## config.mk

```make
export PLATFORM = sky130hd
export DESIGN_NAME = fetch_stage
export DESIGN_NICKNAME = d
export VERILOG_FILES = /design/src/rtl/fetch_stage_pkg.sv /design/src/rtl/fetch_stage_fetch_queue.sv /design/src/rtl/fetch_stage.sv
export SDC_FILE = /design/constraint.sdc
export NUM_CORES = 1
export LEC_CHECK = 0
export CAP_MARGIN = 20
export CORE_MARGIN = 2
export CORE_UTILIZATION = 40
export DETAILED_ROUTE_END_ITERATION = 10
export PLACE_DENSITY = 0.63
export SLEW_MARGIN = 5
export SYNTH_ARGS = -nofsm -noshare
export SYNTH_HDL_FRONTEND = slang
export SYNTH_HIERARCHICAL = 1
export SYNTH_SLANG_ARGS = --single-unit
```

## constraint.sdc

```tcl
create_clock -name clk -period 8.2 [get_ports clk]
set_clock_uncertainty 0.05 [all_clocks]
set_input_delay 1.23 -clock clk [delete_from_list [all_inputs] [get_ports clk]]
set_output_delay 1.23 -clock clk [all_outputs]
set_load 0.03 [all_outputs]
```

## src/rtl/fetch_stage_pkg.sv

```systemverilog
// Shared defaults for the fetch front end and the default-width fetch entry.
package fetch_stage_pkg;

    localparam int          DEF_XLEN       = 32;
    localparam int          DEF_INST_WIDTH = 32;
    localparam logic [31:0] DEF_RESET_PC   = 32'h0000_0000;
    localparam int          DEF_FQ_DEPTH   = 4;

    typedef struct packed {
        logic [DEF_INST_WIDTH-1:0] instr;
        logic [DEF_XLEN-1:0]       pc;
    } fetch_entry_t;

endpackage

```

## src/rtl/fetch_stage_fetch_queue.sv

```systemverilog
// Synchronous FIFO with push/pop/clear; storage is not reset, only pointers and count.
module fetch_queue #(
    parameter int WIDTH = 64,
    parameter int DEPTH = 4,
    localparam int AW = $clog2(DEPTH),
    localparam int CW = AW + 1
) (
    input  logic             clk,
    input  logic             rst,
    input  logic             clear,
    input  logic             push,
    input  logic             pop,
    input  logic [WIDTH-1:0] din,
    output logic [WIDTH-1:0] dout,
    output logic             full,
    output logic             empty,
    output logic [CW-1:0]    count
);

    logic [WIDTH-1:0] mem [DEPTH];
    logic [AW-1:0]    rd_ptr;
    logic [AW-1:0]    wr_ptr;
    logic             push_en;
    logic             pop_en;

    assign full    = (count == CW'(DEPTH));
    assign empty   = (count == '0);
    assign push_en = push && !full;
    assign pop_en  = pop && !empty;
    assign dout    = mem[rd_ptr];

    always_ff @(posedge clk) begin
        if (rst || clear) begin
            rd_ptr <= '0;
            wr_ptr <= '0;
            count  <= '0;
        end else begin
            if (push_en) wr_ptr <= wr_ptr + AW'(1);
            if (pop_en)  rd_ptr <= rd_ptr + AW'(1);
            count <= count + CW'(push_en) - CW'(pop_en);
        end
    end

    always_ff @(posedge clk) begin
        if (push_en) mem[wr_ptr] <= din;
    end

endmodule

```

## src/rtl/fetch_stage.sv

```systemverilog
// Instruction fetch front end: sequential PC generation, credit-limited imem requests,
// response buffering for decode, and flush/redirect with discard of in-flight fetches.
module fetch_stage
    import fetch_stage_pkg::*;
#(
    parameter int              XLEN       = DEF_XLEN,
    parameter int              INST_WIDTH = DEF_INST_WIDTH,
    parameter logic [XLEN-1:0] RESET_PC   = XLEN'(DEF_RESET_PC),
    parameter int              FQ_DEPTH   = DEF_FQ_DEPTH
) (
    input  logic                  clk,
    input  logic                  rst,
    input  logic                  flush,
    input  logic [XLEN-1:0]       redirect_pc,
    input  logic                  stall,
    output logic                  imem_req_valid,
    output logic [XLEN-1:0]       imem_req_addr,
    input  logic                  imem_req_ready,
    input  logic                  imem_resp_valid,
    input  logic [INST_WIDTH-1:0] imem_resp_data,
    output logic [INST_WIDTH-1:0] instr_out,
    output logic [XLEN-1:0]       pc_out,
    output logic                  valid_out
);

    localparam int            CW           = $clog2(FQ_DEPTH) + 1;
    localparam logic [CW:0]   DEPTH_CREDIT = (CW + 1)'(FQ_DEPTH);

    typedef struct packed {
        logic [INST_WIDTH-1:0] instr;
        logic [XLEN-1:0]       pc;
    } entry_t;

    logic [XLEN-1:0] fetch_pc;
    logic [CW-1:0]   outstanding;
    logic [CW-1:0]   drop_cnt;
    logic [CW-1:0]   count;
    logic [CW-1:0]   pc_count;
    logic            q_full, q_empty, pc_full, pc_empty;
    entry_t          q_din, q_dout;
    logic [XLEN-1:0] pc_head;
    logic            credit_ok, fire, q_push, q_pop;

    // Credit covers queued entries plus every in-flight request, dropped ones included,
    // so a returning response always finds a free queue slot.
    assign credit_ok      = ({1'b0, count} + {1'b0, outstanding}) < DEPTH_CREDIT;
    assign imem_req_valid = !rst && !flush && credit_ok;
    assign imem_req_addr  = fetch_pc;
    assign fire           = imem_req_valid && imem_req_ready;

    assign q_push    = imem_resp_valid && (drop_cnt == '0) && !flush;
    assign q_pop     = valid_out && !stall && !flush;
    assign q_din     = '{instr: imem_resp_data, pc: pc_head};
    assign valid_out = !q_empty;
    assign instr_out = valid_out ? q_dout.instr : '0;
    assign pc_out    = valid_out ? q_dout.pc : '0;

    always_ff @(posedge clk) begin
        if (rst) begin
            fetch_pc    <= RESET_PC;
            outstanding <= '0;
            drop_cnt    <= '0;
        end else if (flush) begin
            // A response arriving in the flush cycle is itself discarded, so it is not
            // counted among the ones still to drop.
            fetch_pc    <= redirect_pc;
            outstanding <= outstanding - CW'(imem_resp_valid);
            drop_cnt    <= outstanding - CW'(imem_resp_valid);
        end else begin
            if (fire) fetch_pc <= fetch_pc + XLEN'(4);
            outstanding <= outstanding + CW'(fire) - CW'(imem_resp_valid);
            if (imem_resp_valid && (drop_cnt != '0)) drop_cnt <= drop_cnt - CW'(1);
        end
    end

    fetch_queue #(
        .WIDTH (INST_WIDTH + XLEN),
        .DEPTH (FQ_DEPTH)
    ) u_instr_q (
        .clk   (clk),
        .rst   (rst),
        .clear (flush),
        .push  (q_push),
        .pop   (q_pop),
        .din   (q_din),
        .dout  (q_dout),
        .full  (q_full),
        .empty (q_empty),
        .count (count)
    );

    // Every response, kept or dropped, retires the oldest issued PC.
    fetch_queue #(
        .WIDTH (XLEN),
        .DEPTH (FQ_DEPTH)
    ) u_pc_q (
        .clk   (clk),
        .rst   (rst),
        .clear (1'b0),
        .push  (fire),
        .pop   (imem_resp_valid),
        .din   (fetch_pc),
        .dout  (pc_head),
        .full  (pc_full),
        .empty (pc_empty),
        .count (pc_count)
    );

    always_ff @(posedge clk) begin
        if (!rst) begin
            assert (!(imem_resp_valid && (outstanding == '0)));
            assert (({1'b0, count} + {1'b0, outstanding}) <= DEPTH_CREDIT);
            assert (!(q_push && q_full));
            assert (pc_count == outstanding);
            assert (!(imem_resp_valid && pc_empty));
            assert (!(fire && pc_full));
        end
    end

endmodule

```

==> summary.md, run 1 <==
| Metric | Value |
|---|---|
| Status | finished clean |
| Cell Area, Synth | ~18000 sq um |
| M1 GR Usage | between 20% and 30% |
| Arr. time, crit path | about 3.5 ns |
| Post-DRT Antenna Nets | 0 |
| ANT cells | 0 |
| HPWL Detailed | between 20000 and 25000 um |
| Final #Nets | between 1000 and 1500 |
| Routed len/inst | approximately 21 um |
| Die Height | 213 um |
| GP Congestion | 0.790 |
| Met2 usage | a little over a quarter |
| Register clock-pin slew on the reported worst setup and hold paths | around 0.06 ns |
| Root Buffer | clkbuf_16 |
| Clock Path Buffers | 3 |
| Slowest cell on the critical path | dfxtp_4 |
| Final setup viols | 0 |
| DRC | 0 |
| Die width | approximately 210 um |
| TritonRoute pass-1 iters | 5 |
| Setup Fix Bufs, Post-CTS | 0 |
| TritonCTS clock tree | yes |
| Leak | slightly below 0.007 uW |
| Initial antenna violation count | 0 |
| Pin count of the biggest net entering global routing | 59 |
| Post_cts resized | 0 |
| Largest delay share family, worst path | buffers and inverters |
| Final Cycle Share | about 58% |
| Global route total overflow | 0 |
| Post-Syn Instances | 960 |
| Cell area power density | 229 nW/um^2 |
| Share of cells above drive strength 1 | roughly 16% |
| Max-slew violations | 0 |
| GR Util met3 | 2.93% |
| Crit end category | output pin |
| Max incr delay on CP | approximately 0.96 ns |
| Synth Warn # | 6 |
| IO buf count | approximately 170 |
| DRT Wirelength | about 37000 um |
| Setup_tns | 0 ns |
| TritonCTS Sinks | 440 |
| H-tree levels | 2 |
| Minimum clock period | 4.73 ns |
| Hold Crit Class | reg2reg |
| Clock Latency Late Sink | ~0.55 ns |
| CP Cell Sequence | buf_4 -> mux4_2 -> nor2b_1 -> clkdlybuf4s50_1 |
| Synthesized area per cell | about 18 sq um |
| CP Max Fanout | 42 |
| Io pins | about 170 |
| Via density | roughly 5.2 |
| Final Power | ~4900 uW |
| Cts bufs inserted | between 40 and 50 |
| CP Data Required Time | approximately 6.9 ns |
| Violation count after the first detailed-route iteration | 551 |
| First-pass GRT wire length | 56100 um |
| Core footprint | around 43000 sq um |
| Vias in the first global route | ~9400 |
| Row count | 76 |
| Slew of the pin with the lowest slew margin | 0.990 ns |
| Fmax | between 0.2 and 0.25 GHz |
| CP Launch Type | flop |
| RSZ-0062 raised after global routing | no |
| Synth-to-Final Area Change | 21.7% |
| Critical path class | reg2out |
| Hold Vio Cnt, Final | 0 |
| Area of the die | roughly 46000 sq um |
| CTS Hold Bufs | 0 |
| VDD IR max | about 0.00014 V |
| Total GRT Usage | roughly 16% |
| Vias | 9184 |
| Max-slew headroom | 33.1% |
| Max-Cap Viols | 0 |
| Starting Density | 40.6% |
| Fill count | ~3600 |
| Busiest layer in global routing | met2 |
| Crit path buffers/inverters | 2 |
-- layout by cell type (no fill, tap or decap), types with 4 or more instances in the layout --
| master | count |
|---|---|
| and3_4 | 4 |
| inv_1 | 32 |
| mux2i_1 | 9 |
| edfxtp_1 | 384 |
| bufinv_16 | 5 |
| mux4_2 | 96 |
| clkbuf_1 | 15 |
| buf_4 | 14 |
| and3_1 | 8 |
| or3_1 | 6 |
| o21ai_0 | 16 |
| conb_1 | 4 |
| a31oi_1 | 8 |
| and3_2 | 5 |
| and2_1 | 5 |
| clkbuf_16 | 47 |
| ha_1 | 21 |
| nor3_1 | 16 |
| nand4_1 | 12 |
| dfxtp_1 | 53 |
| clkbuf_8 | 5 |
| o21a_1 | 7 |
| nor2b_1 | 71 |
| clkdlybuf4s50_1 | 166 |
| nand2b_1 | 6 |
| xnor2_1 | 15 |
| xor2_1 | 4 |
| nand3b_1 | 4 |
| o211ai_1 | 4 |
| nand3_1 | 13 |
| nand2_1 | 33 |
| a21oi_1 | 22 |
| nor2_1 | 15 |
| clkinv_1 | 9 |
-- where the power goes --
group	leakage (uW)	internal, uW	switching, uW
registers	0.00395	2490	41.4
logic	0.00211	130	156
clock network	0.000730	1250	811
total	0.00679	3870	1010
-- final timing paths --
path                                     from  slack, ns                                to  cells past startpoint
max                                      flop       3.47                     instr_out[31]                      4
min          u_instr_q/wr_ptr[0]$_SDFFE_PP0P_       0.45  u_instr_q/wr_ptr[0]$_SDFFE_PP0P_                      2
max reg2reg     u_instr_q/count[2]$_SDFF_PP0_       4.41       u_pc_q/mem[3][27]$_DFFE_PP_                      6
min reg2reg  u_instr_q/wr_ptr[0]$_SDFFE_PP0P_       0.45  u_instr_q/wr_ptr[0]$_SDFFE_PP0P_                      2
-- final cells by class --
class	count	area, sq um	share of cell area, %
clock buffers	67	1300	6.10
clock inverters	18	210	0.985
inverters	32	120	0.563
multi-input cells	446	4550	21.3
flip-flops and latches	440	12700	59.3
well taps	585	732	3.43
repair buffers	181	1770	8.30
-- state kept, by name, summed over array words and instances, names as in the netlist, named ones only --
register	cells
u_pc_q/wr_ptr	2
imem_req_addr	32
outstanding	3
u_instr_q/wr_ptr	2
u_instr_q/rd_ptr	2
u_pc_q/rd_ptr	2
u_pc_q/mem	128
u_instr_q/mem	256
u_instr_q/count	3
drop_cnt	3
u_pc_q/count	3
-- routing by layer --
layer | wire, um | part of all wire, %
met1 | 16300 | 44
met5 | 0 | 0
met4 | 995 | 2.7
met2 | 17600 | 48
met3 | 1910 | 5.2
-- worst min-delay path: cells and delay by family (launching register included) --
| family | cells | cell delay [ns] |
|---|---|---|
| flip-flops | 1 | 0.34 |
| AND/OR/NAND/NOR | 1 | 0.06 |
| multiplexers | 1 | 0.05 |
-- through the flow --
| step | worst slack, ns | std cells | utilization, % | instance area (sq um) | hold WS (ns) |
|---|---|---|---|---|---|
| 2_1_floorplan | 4.52 | 963 | - | 17500 | 0.412 |
| 3_3_place_gp | 3.36 | 1684 | 46.0 | 19800 | 0.443 |
| 3_5_place_dp | 3.29 | 1684 | 46.0 | 19800 | 0.443 |
| 4_1_cts | 3.31 | 1769 | 49.5 | 21300 | 0.457 |
| 5_1_grt | 3.17 | 1769 | 49.5 | 21300 | 0.482 |
| 6_report | 3.47 | 1769 | 49.5 | 21300 | 0.454 |
Power figures use the tool's default switching activity.
==> run 2: changes to the inputs <==
PLACE_DENSITY = 0.65   (was 0.63)
clock period = 4.23 ns   (was 8.2 ns; I/O delays follow)
==> summary.md, run 2 (same netlist as run 1, synthesis figures left out) <==
| Metric | Value |
|---|---|
| Violation count after the first detailed-route iteration | 565 |
| Root Buffer | clkbuf_16 |
| VDD IR max | 0.000253 V |
| CTS Hold Bufs | 0 |
| Row count | 76 |
| Worst r2r src | u_instr_q/count[2]$_SDFF_PP0_ |
| Post-DRT Antenna Nets | 0 |
| Critical path class | reg2out |
| Switching share of power | 21.2% |
| Io pins | between 150 and 200 |
| Hold Vio Cnt, Final | 0 |
| Commonest non-fill, non-tap cell in the layout | edfxtp_1 |
| Clock Latency Late Sink | between 0.5 and 0.6 ns |
| Via density | slightly above 5 |
| Crit path buffers/inverters | 2 |
| Reg-to-reg slack, setup | between 1 and 1.5 ns |
| Starting Density | between 40 and 50% |
| Final Cycle Share | 85.6% |
| Share of cells above drive strength 1 | about 18% |
| Minimum clock period | 3.62 ns |
| Global route total overflow | 0 |
| Hold Crit Class | in2reg |
| Total GRT Usage | between 10% and 20% |
| Register share of total power | approximately half |
| Cts bufs inserted | 47 |
| Leak | slightly below 0.007 uW |
| Final setup viols | 0 |
| Finished Cell Area | roughly 22000 sq um |
| CP Launch Type | flop |
| Post_cts resized | 0 |
| Status | finished clean |
| Power share of the combinational group | 5.8% |
| GP Congestion | 0.794 |
| Crit end category | output pin |
| Most frequent cells in the layout | 384 x edfxtp_1, 166 x clkdlybuf4s50_1, 96 x mux4_2 |
| Clk pwr share | 43.0% |
| Max-slew violations | 0 |
| Cell area power density | 444 nW/um^2 |
| Most flop-heavy register | u_instr_q/mem |
| DRC | 0 |
| ANT cells | 0 |
| Vias | between 9000 and 10000 |
| First-pass GRT wire length | 56300 um |
| Reg area | ~13000 sq um |
| CP Max Fanout | 36 |
| Final #Nets | 1250 |
| DRT Wirelength | around 37000 um |
| Fill count | 3594 |
| Fmax | around 0.28 GHz |
| Core footprint | around 43000 sq um |
| IO buf count | 167 |
| Slew of the pin with the lowest slew margin | roughly 0.82 ns |
| Max-Cap Viols | 0 |
| RSZ-0062 raised after global routing | no |
| HPWL Detailed | approximately 23000 um |
| TritonCTS Sinks | 440 |
| Total stage count of the critical path | 4 |
| Area of the die | about 46000 sq um |
| Initial antenna violation count | 0 |
| NetSw | just over 2000 uW |
| Synth-to-Final Area Change | 22.9% |
| TritonCTS clock tree | yes |
| Setup Fix Bufs, Post-CTS | 0 |
| Largest delay share family, worst path | buffers and inverters |
| Register clock-pin slew on the reported worst setup and hold paths | 0.06 ns |
| TritonRoute pass-1 iters | 5 |
| Die width | between 200 and 250 um |
| Multi-input gate area | approximately 4600 sq um |
| Arr. time, crit path | ~2.9 ns |
| Setup_tns | 0 ns |
| Placed cell areas | 20000 sq um |
| H-tree levels | 2 |
| Worst setup path end | pc_out[12] |
| Worst R2R End | u_pc_q/count[2]$_SDFF_PP0_ |
| Max-slew headroom | 45.5% |
| Pin count of the biggest net entering global routing | 65 |
| Vias in the first global route | 9424 |
| CP Data Required Time | 3.55 ns |
| Worst Reg-to-Reg Cells | 13 |
| Slowest cell on the critical path | clkdlybuf4s50_1 |
| CP Cell Sequence | buf_12 -> mux4_2 -> nor2b_1 -> clkdlybuf4s50_1 |
| Pint | around 7600 uW |
| Clock Path Buffers | 3 |
| Routed len/inst | between 20 and 25 um |
| Max FFs per register | 256 |
| Die Height | roughly 210 um |
| Max incr delay on CP | ~0.66 ns |
## run 2: cell type report
class / instances / share of cell area (%)
Inverter: 32 / 0.557
Clock buffer: 57 / 5.78
Timing Repair Buffer: 189 / 8.91
Multi-Input combinational cell: 446 / 21.1
Sequential cell: 440 / 58.7
Clock inverter: 30 / 1.50
Tap cell: 585 / 3.40
## run 2: how the worst min path moves through the flow
stage                                          start                             end  slack (ns)  cells past startpoint
floorplan           u_instr_q/rd_ptr[0]$_SDFFE_PP0P_                            flop        0.41                      2
global placement    u_instr_q/rd_ptr[0]$_SDFFE_PP0P_                            flop        0.42                      2
detailed placement     u_pc_q/rd_ptr[0]$_SDFFE_PP0P_                            flop        0.43                      2
CTS                                            flush  imem_req_addr[21]$_SDFFE_PP0N_        0.39                      3
global route                                   flush  imem_req_addr[21]$_SDFFE_PP0N_        0.44                      3
finish                                         flush  imem_req_addr[21]$_SDFFE_PP0N_        0.43                      3
## run 2: per-layer routing
metal,vias up,wire length [um],global-route usage (%)
li1,4182,-,-
met1,4737,16600,23.1
met2,260,17800,26.4
met3,68,1970,3.13
met4,0,901,5.68
met5,-,0,0
## run 2: metrics by stage
stage | hold WS (ns) | power (uW) | utilization (%) | instances | setup WS, ns
floorplan | 0.412 | 5280 | - | 963 | 1.15
global placement | 0.421 | 5550 | 46.3 | 1692 | 0.863
detailed placement | 0.429 | 5560 | 46.3 | 1692 | 0.788
CTS | 0.394 | 9700 | 49.9 | 1779 | 0.489
global route | 0.436 | 9900 | 49.9 | 1779 | 0.421
finish | 0.427 | 9580 | 49.9 | 1779 | 0.610
## run 2: power groups by stage
| stage | Combinational [uW] | Clock, uW | Sequential, uW |
|---|---|---|---|
| floorplan | 282 | 0 | 5000 |
| global placement | 555 | 0 | 4990 |
| detailed placement | 562 | 0 | 5000 |
| CTS | 565 | 4230 | 4910 |
| global route | 607 | 4380 | 4920 |
| finish | 556 | 4120 | 4910 |
## run 2: worst register-to-register path, stage by stage (launching register included)
cell	delay, ns
dfxtp_1	0.42
ha_1	0.27
nor3_1	0.36
nand4_1	0.19
inv_1	0.27
and2_4	0.22
inv_1	0.04
ha_1	0.26
inv_1	0.04
ha_1	0.18
fa_1	0.37
xnor2_1	0.19
xnor2_1	0.14
nor3_1	0.06
==> run 3: changes to the inputs <==
SLEW_MARGIN = unset   (was 5)
==> results of run 3 <==
Final layout, timing and power as in run 2 (identical DEF).
